[src/rtl/eth_tx_arb_pkg.sv]
// Shared types and defaults for the Ethernet TX frame arbiter.
package eth_tx_arb_pkg;

   typedef enum logic [1:0] {
      ST_IDLE  = 2'd0,
      ST_BUSY  = 2'd1,
      ST_DRAIN = 2'd2,
      ST_GAP   = 2'd3
   } arb_state_e;

   typedef enum logic {
      ARB_FIXED = 1'b0,
      ARB_RR    = 1'b1
   } arb_mode_e;

   localparam int DEF_N_CH       = 2;
   localparam int DEF_IFG_CYCLES = 12;
   localparam int DEF_MAX_FRAME  = 1518;

   // Width of a counter that must hold 0..max_val, never narrower than 1 bit.
   function automatic int cnt_w(input int max_val);
      return (max_val > 0) ? $clog2(max_val + 1) : 1;
   endfunction

endpackage

[src/rtl/eth_rr_pick.sv]
// Combinational picker: lowest requesting index (fixed) or first requester after ptr (round-robin).
module eth_rr_pick
   import eth_tx_arb_pkg::*;
#(
   parameter int N  = 2,
   parameter int IW = $clog2(N)
)(
   input  logic [N-1:0]  i_req,
   input  logic [IW-1:0] i_ptr,
   input  arb_mode_e     i_mode,
   output logic          o_found,
   output logic [N-1:0]  o_onehot,
   output logic [IW-1:0] o_idx
);

   int            w_start;
   logic [IW-1:0] w_i;

   always_comb begin
      o_found  = 1'b0;
      o_onehot = '0;
      o_idx    = '0;
      w_i      = '0;
      w_start  = (i_mode == ARB_RR) ? int'(i_ptr) + 1 : 0;
      for (int k = 0; k < N; k++) begin
         w_i = IW'((w_start + k) % N);
         if (!o_found && i_req[w_i]) begin
            o_found = 1'b1;
            o_idx   = w_i;
         end
      end
      o_onehot[o_idx] = o_found;
   end

endmodule

[src/rtl/eth_tx_arbiter.sv]
// N-channel frame-level TX arbiter feeding the MAC byte port; grant is locked for a whole frame.
module eth_tx_arbiter
   import eth_tx_arb_pkg::*;
#(
   parameter int N_CH       = DEF_N_CH,
   parameter int IFG_CYCLES = DEF_IFG_CYCLES,
   parameter int MAX_FRAME  = DEF_MAX_FRAME
)(
   input  logic                 clk_tx_i,
   input  logic                 rst_n,
   input  logic                 mode_rr_i,
   input  logic [N_CH-1:0]      src_valid_i,
   input  logic [N_CH-1:0][7:0] src_data_i,
   output logic [N_CH-1:0]      src_ack_o,
   output logic                 mac_tx_valid_o,
   output logic [7:0]           mac_tx_data_o,
   input  logic                 mac_tx_ack_i,
   output logic [N_CH-1:0]      grant_o,
   output logic                 busy_o,
   output logic                 timeout_o
);

   localparam int            IW       = $clog2(N_CH);
   localparam int            CW       = cnt_w(MAX_FRAME);
   localparam int            GW       = cnt_w(IFG_CYCLES);
   localparam logic [CW-1:0] CNT_MAX  = CW'(MAX_FRAME);
   localparam logic [GW-1:0] GAP_LAST = GW'((IFG_CYCLES > 0) ? IFG_CYCLES - 1 : 0);
   localparam arb_state_e    ST_AFTER = (IFG_CYCLES > 0) ? ST_GAP : ST_IDLE;

   arb_state_e      r_state;
   logic [N_CH-1:0] r_grant;
   logic [IW-1:0]   r_gidx;
   logic [IW-1:0]   r_rr_ptr;
   logic [CW-1:0]   r_cnt;
   logic [GW-1:0]   r_gap;
   logic            r_timeout;

   logic            w_found;
   logic [N_CH-1:0] w_pick_oh;
   logic [IW-1:0]   w_pick_idx;
   logic            w_src_vld;
   logic            w_at_max;
   logic            w_mac_vld;
   logic            w_xfer;

   eth_rr_pick #(.N(N_CH), .IW(IW)) u_pick (
      .i_req    (src_valid_i),
      .i_ptr    (r_rr_ptr),
      .i_mode   (arb_mode_e'(mode_rr_i)),
      .o_found  (w_found),
      .o_onehot (w_pick_oh),
      .o_idx    (w_pick_idx)
   );

   assign w_src_vld = src_valid_i[r_gidx];
   assign w_at_max  = (r_cnt == CNT_MAX);
   // At the byte limit the MAC is starved for the abort cycle so no byte past MAX_FRAME leaks out.
   assign w_mac_vld = (r_state == ST_BUSY) && w_src_vld && !w_at_max;
   assign w_xfer    = w_mac_vld && mac_tx_ack_i;

   always_comb begin
      src_ack_o = '0;
      if (w_xfer)
         src_ack_o[r_gidx] = 1'b1;
      else if (r_state == ST_DRAIN)
         src_ack_o[r_gidx] = w_src_vld;
   end

   assign mac_tx_valid_o = w_mac_vld;
   assign mac_tx_data_o  = (r_state == ST_BUSY) ? src_data_i[r_gidx] : 8'h00;
   assign grant_o        = r_grant;
   assign busy_o         = (r_state != ST_IDLE);
   assign timeout_o      = r_timeout;

   always_ff @(posedge clk_tx_i or negedge rst_n) begin
      if (!rst_n) begin
         r_state   <= ST_IDLE;
         r_grant   <= '0;
         r_gidx    <= '0;
         r_rr_ptr  <= IW'(N_CH - 1);
         r_cnt     <= '0;
         r_gap     <= '0;
         r_timeout <= 1'b0;
      end else begin
         r_timeout <= 1'b0;
         case (r_state)
            ST_IDLE: begin
               if (w_found) begin
                  r_grant  <= w_pick_oh;
                  r_gidx   <= w_pick_idx;
                  r_rr_ptr <= w_pick_idx;
                  r_state  <= ST_BUSY;
               end
            end
            ST_BUSY: begin
               if (!w_src_vld) begin
                  r_grant <= '0;
                  r_cnt   <= '0;
                  r_state <= ST_AFTER;
               end else if (w_at_max) begin
                  r_timeout <= 1'b1;
                  r_state   <= ST_DRAIN;
               end else if (w_xfer) begin
                  r_cnt <= r_cnt + 1'b1;
               end
            end
            ST_DRAIN: begin
               if (!w_src_vld) begin
                  r_grant <= '0;
                  r_cnt   <= '0;
                  r_state <= ST_AFTER;
               end
            end
            ST_GAP: begin
               if (r_gap == GAP_LAST) begin
                  r_gap   <= '0;
                  r_state <= ST_IDLE;
               end else begin
                  r_gap <= r_gap + 1'b1;
               end
            end
            default: r_state <= ST_IDLE;
         endcase
      end
   end

endmodule

[config.mk]
export PLATFORM = sky130hd
export DESIGN_NAME = eth_tx_arbiter
export DESIGN_NICKNAME = d
export VERILOG_FILES = /design/src/rtl/eth_tx_arb_pkg.sv /design/src/rtl/eth_rr_pick.sv /design/src/rtl/eth_tx_arbiter.sv
export SDC_FILE = /design/constraint.sdc
export NUM_CORES = 1
export LEC_CHECK = 0
export BUFFER_PORTS_ARGS = -buffer_cell sky130_fd_sc_hd__buf_4
export CAP_MARGIN = 20
export CORE_MARGIN = 2
export CORE_UTILIZATION = 39
export CTS_BUF_LIST = sky130_fd_sc_hd__clkbuf_4 sky130_fd_sc_hd__clkbuf_8 sky130_fd_sc_hd__clkbuf_16
export CTS_CLUSTER_SIZE = 30
export DETAILED_ROUTE_END_ITERATION = 8
export HOLD_SLACK_MARGIN = 0.12
export PLACE_DENSITY_LB_ADDON = 0.08
export SLEW_MARGIN = 20
export SYNTH_ARGS = -nofsm -noshare
export SYNTH_HDL_FRONTEND = slang
export SYNTH_SLANG_ARGS = --single-unit
[constraint.sdc]
create_clock -name clk_tx_i -period 2.4 [get_ports clk_tx_i]
set_input_delay 0.36 -clock clk_tx_i [delete_from_list [all_inputs] [get_ports clk_tx_i]]
set_output_delay 0.36 -clock clk_tx_i [all_outputs]
set_load 0.01 [all_outputs]
==> flow_summary_export.csv <==
group,metric,value,unit
setup_path,crit_fanout,6,
drt,avgRoutedWirePerCell,13.6,µm
sta,timing.final.ws_setup,0.187,ns
sta,hold_viol_final,0,
global_routing,grt_overflow,0,
sta,slew_headroom,44.0,%
sta,rsz0062_at_grt,"no",
yosys,syn_area_per_cell,9.10,µm²
floorplan,ios,37,
floorplan,dieArea,4340,µm²
setup_path,cp-start-kind,"register",
placement,dp_slack,0.438,ns
setup_path,slowest_delay,0.43,ns
power,p_leak,0.856,nW
clock_network,cts_tree,"yes",
clock_network,clk_pin_slew_worst_paths,0.08,ns
power,power.switching,732,µW
clock_network,htreeDepth,1,
setup_path,crit_buf_inv,2,
yosys,ys_seq_area_share,37.0,%
clock_network,clk-insertion-delay-late,0.26,ns
finish,drive_gt1_share,24.4,%
power,power.density,971,nW/µm²
sta,fin_crit_sh,92.2,%
clock_network,cts_buffers,3,
power,pwr-share-comb,55.9,%
power,netSwitchingFraction,39.9,%
power,power,1.83,mW
finish,diodes,0,
clock_network,cts_sinks,22,
sta,tightest_slew,0.840,ns
clock_network,post_cts_buffers,0,
global_routing,grt_first_pass_wirelength,5870,µm
clock_network,root_buffer,"clkbuf_8",
run,drv_cap,0,
setup_path,r2r_slack,0.43,ns
floorplan,die_h,65.9,µm
drt,drc,0,
sta,drv_slew,0,
finish,area_delta_synth_final,26.3,%
power,sequentialPowerShare,30.8,%
yosys,synth-seq-cells,22,
floorplan,fp.coreArea,3660,µm²
floorplan,std_cell_rows,22,
sta,max_clock_freq,0.452,GHz
finish,final_core_util,51.5,%
setup_path,critical-path-top-delay-family,"simple AND/OR/NAND/NOR gates",
power,p_clk_share,13.3,%
yosys,async_reset_ff_share,100,%
floorplan,die_w,65.9,µm
yosys,ys_types,42,
global_routing,grt_pass1_vias,1324,
setup_path,r2r-end,"r_cnt[1]",
placement,hpwl,2560,µm
yosys,syn_area,1490,µm²
sta,setup_tns,0,ns
finish,nets,232,
placement,gp_congestion,0.802,
yosys,dominantRegCellSynth,"dfrtp_1",
drt,vias,1379,
sta,setup_viol,0,
setup_path,critPathKind,"reg -> out",
global_routing,grt_max_degree,23,
yosys,yosysWarnings,0,
drt,drt_pass1_iterations,4,
yosys,syn_inst,164,
setup_path,crit_required,2.04,ns
floorplan,initial_core_util,40.8,%
setup_path,reg2reg_depth,6,
setup_path,crit_cells,7,
drt,drt-initial-drc-count,73,
setup_path,worstPathCellList,"inv_1 > ha_1 > nand4b_1 > or3_1 > nand3_1 > a21boi_0 > buf_4",
finish,finalInstanceArea,1890,µm²
placement,place_area,1820,µm²
global_routing,grt.total_usage,16.9,%
power,peakVddDrop,0.454,mV
setup_path,startpoint,"r_cnt[0]",
hold_path,hold_path_class,"in -> async",
setup_path,crit_path_end_kind,"output pin",
run_status,status,"finished, final reports clean",
placement,io_buffers,36,
power,p_int,1.10,mW
sta,finClkSkew,0.0121,ns
setup_path,reg2reg_from,"r_state[0]",
yosys,synth_nets,194,
drt,wirelength,3390,µm
setup_path,cp-endpoint,"src_ack_o[1]",
yosys,synth-edff-count,0,
sta,period_minus_slack,2.21,ns
setup_path,arrival,1.85,ns
clock_network,clk_path_buf_depth,2,
drt,routed_via_density,5.54,
drt,ant_nets,0,
setup_path,cpMaxStageDelayCell,"dfrtp_1",
global_routing,antenna_found_initial,0,
timing repair:
| action | in CTS | in global routing |
|---|---|---|
| hold endpoints to repair | 21 | 0 |
| resized for setup | 0 | 2 |
| setup endpoints to repair | 0 | 2 |
| hold buffers | 1 | 0 |
layout make-up:
class / instances / area (µm²)
Multi-Input combinational cell: 127 / 888
Clock buffer: 4 / 48.8
Inverter: 7 / 26.3
Timing Repair Buffer: 41 / 310
Sequential cell: 22 / 552
Tap cell: 48 / 60.1
Fill cell: 328 / 1780
metal layers:
metal  GRT usage, %  vias up  share of wire (%)
met2           26.8       63                 45
met4           4.43        0               0.68
met5              0        -                  0
li1               -      686                  -
met3           1.87        4                5.8
met1           24.3      626                 48
stage by stage:
| stage | cells | hold WS [ns] |
|---|---|---|
| 2_1_floorplan | 164 | 0.0644 |
| 4_1_cts | 249 | 0.505 |
| 6_report | 249 | 0.510 |
| 3_3_place_gp | 244 | 0.265 |
| 3_5_place_dp | 244 | 0.267 |
| 5_1_grt | 249 | 0.511 |
power groups by stage:
| stage | Clock [mW] | Combinational, mW | Sequential [mW] |
|---|---|---|---|
| 2_1_floorplan | 0 | 0.708 | 0.558 |
| 3_3_place_gp | 0 | 1.00 | 0.566 |
| 3_5_place_dp | 0 | 1.02 | 0.570 |
| 4_1_cts | 0.254 | 1.03 | 0.563 |
| 5_1_grt | 0.270 | 1.16 | 0.580 |
| 6_report | 0.245 | 1.02 | 0.564 |
synthesized netlist by cell type (4+ instances only):
| cell type | number | area share [%] |
|---|---|---|
| a22o_1 | 4 | 2.3 |
| nand2_1 | 12 | 3.0 |
| a211oi_1 | 4 | 2.0 |
| inv_1 | 7 | 1.8 |
| dfrtp_1 | 21 | 35 |
| o21ai_0 | 13 | 4.4 |
| o31ai_1 | 8 | 4.0 |
| nor2b_1 | 9 | 3.8 |
| mux2i_1 | 11 | 7.4 |
| nand3_1 | 10 | 3.4 |
| nor2_1 | 7 | 1.8 |
| ha_1 | 8 | 6.7 |
worst min path at each step:
stage                 endpoint  slack, ns  cells after the start
floorplan           grant_o[0]       0.06                      0
global placement      r_cnt[7]       0.27                      1
detailed placement    r_cnt[6]       0.27                      1
CTS                   r_rr_ptr       0.51                      3
global route          r_rr_ptr       0.51                      3
finish                r_cnt[6]       0.51                      2
state kept, by name, summed over array words and instances, names as in the netlist:
| register | flops |
|---|---|
| r_gap | 4 |
| timeout_o | 1 |
| r_rr_ptr | 1 |
| r_cnt | 11 |
| r_state | 2 |
| r_gidx | 1 |
| grant_o | 2 |
logic make-up after synthesis:
kind of cell               share of synthesized area, %
and+or+nand+nor                                    21.5
AOI/OAI and AO/OA                                  20.9
DFF                                                37.0
buffers and inverters                              4.02
muxes                                              9.89
adders and majority gates                          6.71
cell usage in the layout, fill, tap and decap left out, types with 2 or more instances in the layout:
master     n
nand2b_1   2
nand4_1    2
clkbuf_8   3
mux2i_1   11
a211o_1    2
nor3_1     2
and2_1     2
or4_1      2
buf_4     40
a21o_1     2
a211oi_1   4
dfrtp_1   21
a22o_1     4
nand3_1   10
inv_1      7
ha_1       7
nor2b_1    9
o31ai_1    8
and3_1     2
nor4_1     2
or3_1      3
a21boi_0   2
nor2_1     7
nand3b_1   2
a21oi_1    2
nand2_1   12
o21ai_0   13
No activity file was read; power rests on OpenSTA's default activity.
